==> config.mk <==
export PLATFORM = sky130hd
export DESIGN_NAME = muldiv
export DESIGN_NICKNAME = d
export VERILOG_FILES = /design/src/rtl/muldiv_pkg.sv /design/src/rtl/muldiv_div_core.sv /design/src/rtl/muldiv.sv
export SDC_FILE = /design/constraint.sdc
export NUM_CORES = 1
export LEC_CHECK = 0
export ABC_AREA = 1
export BUFFER_PORTS_ARGS = -buffer_cell sky130_fd_sc_hd__buf_2
export CORE_MARGIN = 2
export CORE_UTILIZATION = 48
export CTS_CLUSTER_DIAMETER = 80
export CTS_CLUSTER_SIZE = 25
export DETAILED_ROUTE_END_ITERATION = 8
export GPL_ROUTABILITY_DRIVEN = 0
export PLACE_DENSITY = 0.75
export SETUP_SLACK_MARGIN = 0.2
export SYNTH_ARGS = -nofsm -noshare
export SYNTH_HDL_FRONTEND = slang
export SYNTH_HIERARCHICAL = 1
export SYNTH_SLANG_ARGS = --single-unit
==> constraint.sdc <==
create_clock -name clk -period 2.8 [get_ports clk]
set_input_delay 0.14 -clock clk [delete_from_list [all_inputs] [get_ports clk]]
set_output_delay 0.14 -clock clk [all_outputs]
set_load 0.005 [all_outputs]
==> src/rtl/muldiv_pkg.sv <==
// rtl/muldiv_pkg.sv - shared op encodings, FSM state type and op decode helpers for muldiv
package muldiv_pkg;

    localparam logic [1:0] MULDIV_OP_MULT  = 2'b00;
    localparam logic [1:0] MULDIV_OP_MULTU = 2'b01;
    localparam logic [1:0] MULDIV_OP_DIV   = 2'b10;
    localparam logic [1:0] MULDIV_OP_DIVU  = 2'b11;

    typedef enum logic [2:0] {
        IDLE = 3'd0,
        MUL  = 3'd1,
        DIV  = 3'd2,
        SIGN = 3'd3,
        DONE = 3'd4
    } state_t;

    function automatic logic op_is_div(input logic [1:0] op);
        return (op == MULDIV_OP_DIV) || (op == MULDIV_OP_DIVU);
    endfunction

    function automatic logic op_is_signed(input logic [1:0] op);
        return (op == MULDIV_OP_MULT) || (op == MULDIV_OP_DIV);
    endfunction

endpackage

==> src/rtl/muldiv_div_core.sv <==
// rtl/muldiv_div_core.sv - radix-2 restoring divider on unsigned magnitudes, one quotient bit per step
module div_core #(
    parameter int WIDTH = 32
) (
    input  logic             clk,
    input  logic             resetn,
    input  logic             load,
    input  logic             step,
    input  logic [WIDTH-1:0] dividend,
    input  logic [WIDTH-1:0] divisor,
    output logic [WIDTH-1:0] quotient,
    output logic [WIDTH-1:0] remainder,
    output logic             last
);

    localparam int CNT_W = $clog2(WIDTH);

    logic [WIDTH-1:0] rem;
    logic [WIDTH-1:0] quo;
    logic [WIDTH-1:0] dvsr;
    logic [CNT_W-1:0] count;

    logic [WIDTH:0]   rem_shift;
    logic             fits;
    logic [WIDTH-1:0] rem_sub;

    // The difference always fits in WIDTH bits when the divisor fits, so the top bit can be dropped.
    always_comb begin
        rem_shift = {rem, quo[WIDTH-1]};
        fits      = rem_shift >= {1'b0, dvsr};
        rem_sub   = rem_shift[WIDTH-1:0] - dvsr;
    end

    always_ff @(posedge clk) begin
        if (!resetn) begin
            rem   <= '0;
            quo   <= '0;
            dvsr  <= '0;
            count <= '0;
        end else if (load) begin
            rem   <= '0;
            quo   <= dividend;
            dvsr  <= divisor;
            count <= '0;
        end else if (step) begin
            rem   <= fits ? rem_sub : rem_shift[WIDTH-1:0];
            quo   <= {quo[WIDTH-2:0], fits};
            count <= count + 1'b1;
        end
    end

    assign quotient  = quo;
    assign remainder = rem;
    assign last      = (count == CNT_W'(WIDTH - 1));

endmodule

==> src/rtl/muldiv.sv <==
// rtl/muldiv.sv - iterative multiply/divide unit with sign fix-up; MULDIV_FAST_MUL_EN selects a single-cycle multiplier
module muldiv
    import muldiv_pkg::*;
#(
    parameter int WIDTH = 32
) (
    input  logic                 clk,
    input  logic                 resetn,
    input  logic                 start,
    input  logic [1:0]           op,
    input  logic [WIDTH-1:0]     a,
    input  logic [WIDTH-1:0]     b,
    input  logic                 flush,
    output logic                 busy,
    output logic                 ready,
    output logic [2*WIDTH-1:0]   result,
    output logic                 div_by_zero
);

    localparam int CNT_W = $clog2(WIDTH);

    state_t             state;
    logic [1:0]         op_q;
    logic               neg_prod;
    logic               neg_quo;
    logic               neg_rem;
    logic [WIDTH-1:0]   mcand;
    logic [2*WIDTH-1:0] prod;
    logic [CNT_W-1:0]   mul_cnt;

    logic               is_signed;
    logic               is_div;
    logic               a_neg;
    logic               b_neg;
    logic [WIDTH-1:0]   mag_a;
    logic [WIDTH-1:0]   mag_b;
    logic [WIDTH:0]     mul_sum;
    logic [2*WIDTH-1:0] mul_next;
    logic [WIDTH-1:0]   div_quo;
    logic [WIDTH-1:0]   div_rem;
    logic               div_last;
    logic               div_load;
    logic [2*WIDTH-1:0] fixed;

    // Magnitudes of the most-negative value come out as 2^(WIDTH-1), which is exact when read unsigned.
    always_comb begin
        is_signed = op_is_signed(op);
        is_div    = op_is_div(op);
        a_neg     = is_signed & a[WIDTH-1];
        b_neg     = is_signed & b[WIDTH-1];
        mag_a     = a_neg ? -a : a;
        mag_b     = b_neg ? -b : b;
        div_load  = (state == IDLE) & start & ~flush & is_div & (b != '0);
    end

    // Shift-add: multiplier sits in the low half of prod and drains out as the product fills in.
    always_comb begin
        mul_sum  = {1'b0, prod[2*WIDTH-1:WIDTH]} + (prod[0] ? {1'b0, mcand} : '0);
        mul_next = {mul_sum, prod[WIDTH-1:1]};
    end

    always_comb begin
        if (op_is_div(op_q)) begin
            fixed = {(neg_rem ? -div_rem : div_rem), (neg_quo ? -div_quo : div_quo)};
        end else begin
            fixed = neg_prod ? -prod : prod;
        end
    end

`ifdef MULDIV_FAST_MUL_EN
    logic [2*WIDTH-1:0] a_ext;
    logic [2*WIDTH-1:0] b_ext;
    logic [2*WIDTH-1:0] fast_prod;

    // Sign-extended operands give the right low 2*WIDTH bits for both signed and unsigned products.
    always_comb begin
        a_ext     = {{WIDTH{a_neg}}, a};
        b_ext     = {{WIDTH{b_neg}}, b};
        fast_prod = a_ext * b_ext;
    end
`endif

    div_core #(.WIDTH(WIDTH)) u_div_core (
        .clk       (clk),
        .resetn    (resetn),
        .load      (div_load),
        .step      (state == DIV),
        .dividend  (mag_a),
        .divisor   (mag_b),
        .quotient  (div_quo),
        .remainder (div_rem),
        .last      (div_last)
    );

    always_ff @(posedge clk) begin
        if (!resetn) begin
            state       <= IDLE;
            busy        <= 1'b0;
            ready       <= 1'b0;
            div_by_zero <= 1'b0;
            result      <= '0;
            op_q        <= MULDIV_OP_MULT;
            neg_prod    <= 1'b0;
            neg_quo     <= 1'b0;
            neg_rem     <= 1'b0;
            mcand       <= '0;
            prod        <= '0;
            mul_cnt     <= '0;
        end else if (flush) begin
            state       <= IDLE;
            busy        <= 1'b0;
            ready       <= 1'b0;
            div_by_zero <= 1'b0;
        end else begin
            case (state)
                IDLE: begin
                    ready       <= 1'b0;
                    div_by_zero <= 1'b0;
                    if (start) begin
                        op_q     <= op;
                        neg_prod <= a_neg ^ b_neg;
                        neg_quo  <= a_neg ^ b_neg;
                        neg_rem  <= a_neg;
                        mcand    <= mag_a;
                        prod     <= {{WIDTH{1'b0}}, mag_b};
                        mul_cnt  <= '0;
                        busy     <= 1'b1;
                        if (is_div) begin
                            if (b == '0) begin
                                state       <= DONE;
                                result      <= {a, {WIDTH{1'b1}}};
                                ready       <= 1'b1;
                                div_by_zero <= 1'b1;
                            end else begin
                                state <= DIV;
                            end
                        end else begin
`ifdef MULDIV_FAST_MUL_EN
                            state  <= DONE;
                            result <= fast_prod;
                            ready  <= 1'b1;
`else
                            state  <= MUL;
`endif
                        end
                    end
                end
                MUL: begin
                    prod    <= mul_next;
                    mul_cnt <= mul_cnt + 1'b1;
                    if (mul_cnt == CNT_W'(WIDTH - 1)) begin
                        state <= SIGN;
                    end
                end
                DIV: begin
                    if (div_last) begin
                        state <= SIGN;
                    end
                end
                SIGN: begin
                    result <= fixed;
                    ready  <= 1'b1;
                    state  <= DONE;
                end
                DONE: begin
                    ready       <= 1'b0;
                    div_by_zero <= 1'b0;
                    busy        <= 1'b0;
                    state       <= IDLE;
                end
                default: begin
                    state <= IDLE;
                    busy  <= 1'b0;
                    ready <= 1'b0;
                end
            endcase
        end
    end

endmodule

After elaboration in Yosys (flattened, before gate mapping)
Cells that the tools add are included.
Word-level totals
  output and inout bits: 67
  logic and storage cells: 101
  register bits after elaboration: 276
  bits of input ports: 70
Operators by class
  reductions and logical operators: 20
  mux-type cells: 31
  eq/ne operators: 15
  order comparisons: 1
  bitwise operators: 10
  $add $sub $neg: 9
Operators by type and width (number)
  two-way mux 64 bit: 6
  two-way mux 32 bit: 8
  case mux 64 bit (2 select lines): 2
  negator 32 bit: 4
  negator 64 bit: 1
  adder 32 x 32 -> 33 bit: 1
  >= comparator 33 x 32 -> 1 bit: 1
  zero test 32 bit: 1
  nonzero test 32 bit: 1
  subtractor 32 bit: 1
  two-way mux 3 bit: 5
  case mux 3 bit (4 select lines): 1
  adder 5 x 1 -> 5 bit (second input constant): 2
  == test 5 bit (second input constant): 2
  case mux 5 bit (2 select lines): 1
  AND reduction 3 bit: 3
  == test 2 bit (second input constant): 4
  inequality test 2 bit (second input constant): 4
  nonzero test 2 bit: 4
  bitwise AND 1 bit: 6
  == test 3 x 2 -> 1 bit (second input constant): 2
  OR reduction 2 bit: 3
  two-way mux 5 bit: 1
  AND reduction 5 bit: 1
  13 further kinds: 21

Logic depth before layout (Yosys ltp)
  word-level depth: 6
  depth in mapped cells: 19
  depth with buffers taken out: 17

Hierarchy
The synthesis kept the hierarchy.
By module, submodules not included
  muldiv: area each 15414.8 um^2, times used 1, cells an instance 2747, seq. area each 3483.3 um^2
  div_core: area each 7085.5 um^2, times used 1, cells an instance 1058, seq. area each 2021.9 um^2

Worst setup path after synthesis
OpenSTA, ideal clock, no wires.
  path type: reg2reg
  start: register prod[0]
  end: register prod[61]
  data arrival time: 2.385 ns
  setup time: 0.130 ns
  clock period less this slack: 2.515 ns
  path slack: 0.285 ns
  data required time: 2.670 ns
  buffers on the path: 2
  stages on the path, launching flop included: 18
  cells stage by stage: dfxtp_1 -> buf_2 -> clkbuf_1 -> nand2_1 -> inv_1 -> ha_1 -> inv_1 -> fa_1 -> inv_1 -> nand3_1 -> nand2_1 -> a21oi_1 -> o21ai_0 -> nand3_1 -> nand2_1 -> nand2_1 -> nand3_1 -> a21oi_1
Between the ends
  word-level cells in the longest chain between the ends: 3
Ends and longest elaborated chain
  start, declared: RTL line muldiv.sv:28  | logic [2*WIDTH-1:0] prod;
  start signal, assigned: RTL line muldiv.sv:125  | prod <= {{WIDTH{1'b0}}, mag_b};
  start signal, assigned: RTL line muldiv.sv:149  | prod <= mul_next;
  two-way mux 32 bit: RTL line muldiv.sv:58  | mul_sum = {1'b0, prod[2*WIDTH-1:WIDTH]} + (prod[0] ? {1'b0, mcand} : '0);
  adder 32 x 32 -> 33 bit: RTL line muldiv.sv:58
  case mux 64 bit (2 select lines): RTL line muldiv.sv:115  | case (state)
No other way between the ends.
A chain may end at the register's enable or synchronous reset.

Final worst setup path
  start: register prod[1]
  end: register result[34]
Between the ends
  word-level cells in the longest chain between the ends: 4
Ends and longest elaborated chain
  negator 64 bit: RTL line muldiv.sv:66  | fixed = neg_prod ? -prod : prod;
  two-way mux 64 bit: RTL line muldiv.sv:66
  two-way mux 64 bit: RTL line muldiv.sv:63  | if (op_is_div(op_q)) begin
  case mux 64 bit (2 select lines): RTL line muldiv.sv:115
  end signal, assigned: RTL line muldiv.sv:131  | result <= {a, {WIDTH{1'b1}}};
  end signal, assigned: RTL line muldiv.sv:161  | result <= fixed;
  end, declared: RTL line muldiv.sv:16  | output logic [2*WIDTH-1:0] result,
No other way between the ends.

==> results.md <==
* Synth cell count leaders: nand2_1, inv_1, nor2_1
* # H-tree levels at 1
* Clock Pin Slew Worst Setup and Hold Paths at 0.10 ns
* Final number of hold-violating endpoints at 0
* Area Growth Syn to Fin at 10.1%
* Via count of the first global-routing pass at 22200
* Combinational share of power at 0.384
* CTS Sinks at 275
* CTS Buffer Depth at 3
* Sequential fraction of design power at 0.350
* Post-synth top area share at 0.245
* Required time worst endpoint at 3.30 ns
* Root Driver: clkbuf_16
* DRC Markers at 0
* Vias post-DR at 25700
* Max_cap viols at 0
* DR vias/cell at 5.71
* Switch share at 0.426
* Share of post-route cells with drive strength above 1 at 0.103
* CP endpoint kind: register
* WL per Instance at 18.5 um
* Synthesized area per cell at 5.91 um^2
* Initial drt markers at 3843
* Dpl ws at 0.182 ns
* Synth Instances at 3805
* Hpwl dp at 65700 um
* Die area at 0.0486 mm^2
* Critical path peak fanout at 4
* Synth Flop Type: dfxtp_1
* Ports at 137
* PortBufs at 136
* Fillers at 4774
* Gr usage total at 0.334
* Worst setup margin at 0.250 ns
* Grt total ovfl at 0
* Synth cell types at 59
* Tcrit/Tclk final at 0.911
* Slew Viols, Final at 0
* CTS tree: yes
* Die height at 221 um
* Power Dens Cells at 507 mW/mm^2
* Die X at 221 um
* Ys async rst share at 0
* Setup CP Type: register to register
* Post-synth top area cell: dfxtp_1
* Post-synth EDFFs at 0
* Skew-Pair Late Insertion Delay at 0.58 ns
* Arrival time at the worst endpoint at 3.05 ns
* Pint at 7210 uW
* Synth Cell Area at 0.0225 mm^2
* Met1 WL at 34900 um
* Core area at 0.0465 mm^2
* Maximum vdd drop at 526 uV
* Pleak at 0.0122 uW
* First-pass GRT wire length at 127000 um
* DR top layer: met4
* Sw power at 5360 uW
* Clock skew at 0.0347 ns
* Least-Margin Pin Slew at 0.759 ns
* Pin count of the biggest net entering global routing at 167
* Initial antenna violation count at 0
* Most common cell in the netlist: nand2_1
* WL final at 83600 um
* Status: completed
* Seq/Total Area, Yosys at 0.245
* Clock power share at 0.267
* Peak Freq at 0.392 GHz
* Starting Density at 0.484
* TritonCTS Buffers at 21
* Syn_nets at 3950
* Synth area leaders: dfxtp_1, nand2_1, a21oi_1
* WL met2 at 35200 um
* Initial DRT Pass Iterations at 8
* Yosys warns at 6
* Nets at 4033
* Crit start category: register
* Slew margin rel. at 0.489
* Count of final setup violators at 0
* RSZ-0062 raised after global routing: true
* Post-route ant nets at 0
* Hold crit path type: primary input to register
* Tmin final at 2.55 ns
* Synth Register Bits at 275
* Routed wl met3 at 9370 um
* # rows at 79
* Antenna cells at 0
* Final TNS setup at 0 ns
-- layout make-up --
type                            instances  area [um^2]  area share
Sequential cell                       275         5510       0.223
Clock buffer                           22          529      0.0214
Clock inverter                         16          221     0.00894
Timing Repair Buffer                  214         1440      0.0579
Multi-Input combinational cell       2899        14500       0.586
Inverter                              477         1790      0.0723
Tap cell                              607          759      0.0307
-- registers in the layout, summed over array words and instances, names as in the netlist --
register and flops:
busy 1, prod 64, result 64, u_div_core/count 5
mul_cnt 5, ready 1, div_by_zero 1, state 3
mcand 32, neg_rem 1, u_div_core/dvsr 32, u_div_core/remainder 32
u_div_core/quotient 32, op_q 1, neg_quo 1
-- cells by family after synthesis --
group,share of synthesized area
AO/OA/AOI/OAI,0.186
buffers and inverters,0.113
adder cells (fa/ha/maj),0.0424
XOR/XNOR,0.0276
flip-flops,0.245
AND/OR/NAND/NOR,0.386
-- layer usage --
metal / up-vias / track usage
li1: 12600 / -
met1: 11500 / 0.460
met2: 1406 / 0.510
met3: 236 / 0.0719
met4: 0 / 0.129
met5: - / 0
-- timing repair --
item                                   CTS  global route
hold buffers                             9             0
gates resized for setup                  0            30
setup buffers                            0             5
setup endpoints to repair                0           142
endpoints found under the hold margin   10             0
-- final timing paths --
path,startpoint,end,slack [ns],cells after the start
worst min-delay path,b[28],prod[28]$_SDFFE_PN0P_,0.02,5
worst max register to register,prod[1]$_SDFFE_PN0P_,result[34]$_SDFFE_PN0P_,0.25,12
worst min register to register,result[59]$_SDFFE_PN0P_,result[59]$_SDFFE_PN0P_,0.47,2
worst max-delay path,prod[1]$_SDFFE_PN0P_,result[34]$_SDFFE_PN0P_,0.25,12
-- worst max-delay path, stage by stage, from the launching register on --
cell and delay (ns):
dfxtp_1 0.38, inv_1 0.13, ha_1 0.22, nand3_2 0.12
nor2_2 0.18, nand2_1 0.09, nor2_1 0.24, nand2_1 0.21
nand3_1 0.11, nand2_1 0.05, o21ai_0 0.29, o21ai_0 0.27
a21oi_1 0.18
-- placed cells by master (no fill, tap or decap), types with 14 or more instances in the layout --
master | Yosys | final
nand4_1 | 34 | 34
nand3_2 | 14 | 15
clkbuf_16 | 0 | 21
nor2_2 | 15 | 20
xor2_1 | 49 | 49
o21bai_1 | 27 | 25
nor3_1 | 67 | 66
nand2_2 | 39 | 41
ha_1 | 73 | 73
buf_2 | 26 | 135
buf_4 | 5 | 56
nor2_1 | 450 | 442
inv_2 | 11 | 15
o21ai_1 | 22 | 30
dfxtp_1 | 275 | 271
o21ai_0 | 278 | 269
nand3b_1 | 50 | 50
a21oi_1 | 348 | 348
or2_2 | 17 | 17
o21a_1 | 14 | 14
xnor2_1 | 22 | 22
o221ai_1 | 29 | 29
inv_1 | 461 | 457
nand2_1 | 992 | 990
nand3_1 | 259 | 258
-- per-stage QoR --
stage	std cells	utilization	hold WS [ns]	area, um^2	total power, uW
CTS	4505	0.531	0.00654	24700	12400
finish	4510	0.533	0.0198	24800	12600
floorplan	3805	-	0.275	22500	7930
global placement	4458	0.513	0.455	23800	9030
global route	4510	0.533	0.0436	24800	13200
detailed placement	4458	0.513	0.453	23800	9090
-- power by group through the flow --
stage	Combinational [uW]	Sequential, uW	Clock [uW]
floorplan	3560	4370	0
global placement	4560	4470	0
detailed placement	4620	4480	0
CTS	4660	4390	3370
global route	5290	4420	3520
finish	4820	4390	3350
Note: power is estimated with default switching activity, not from simulation.
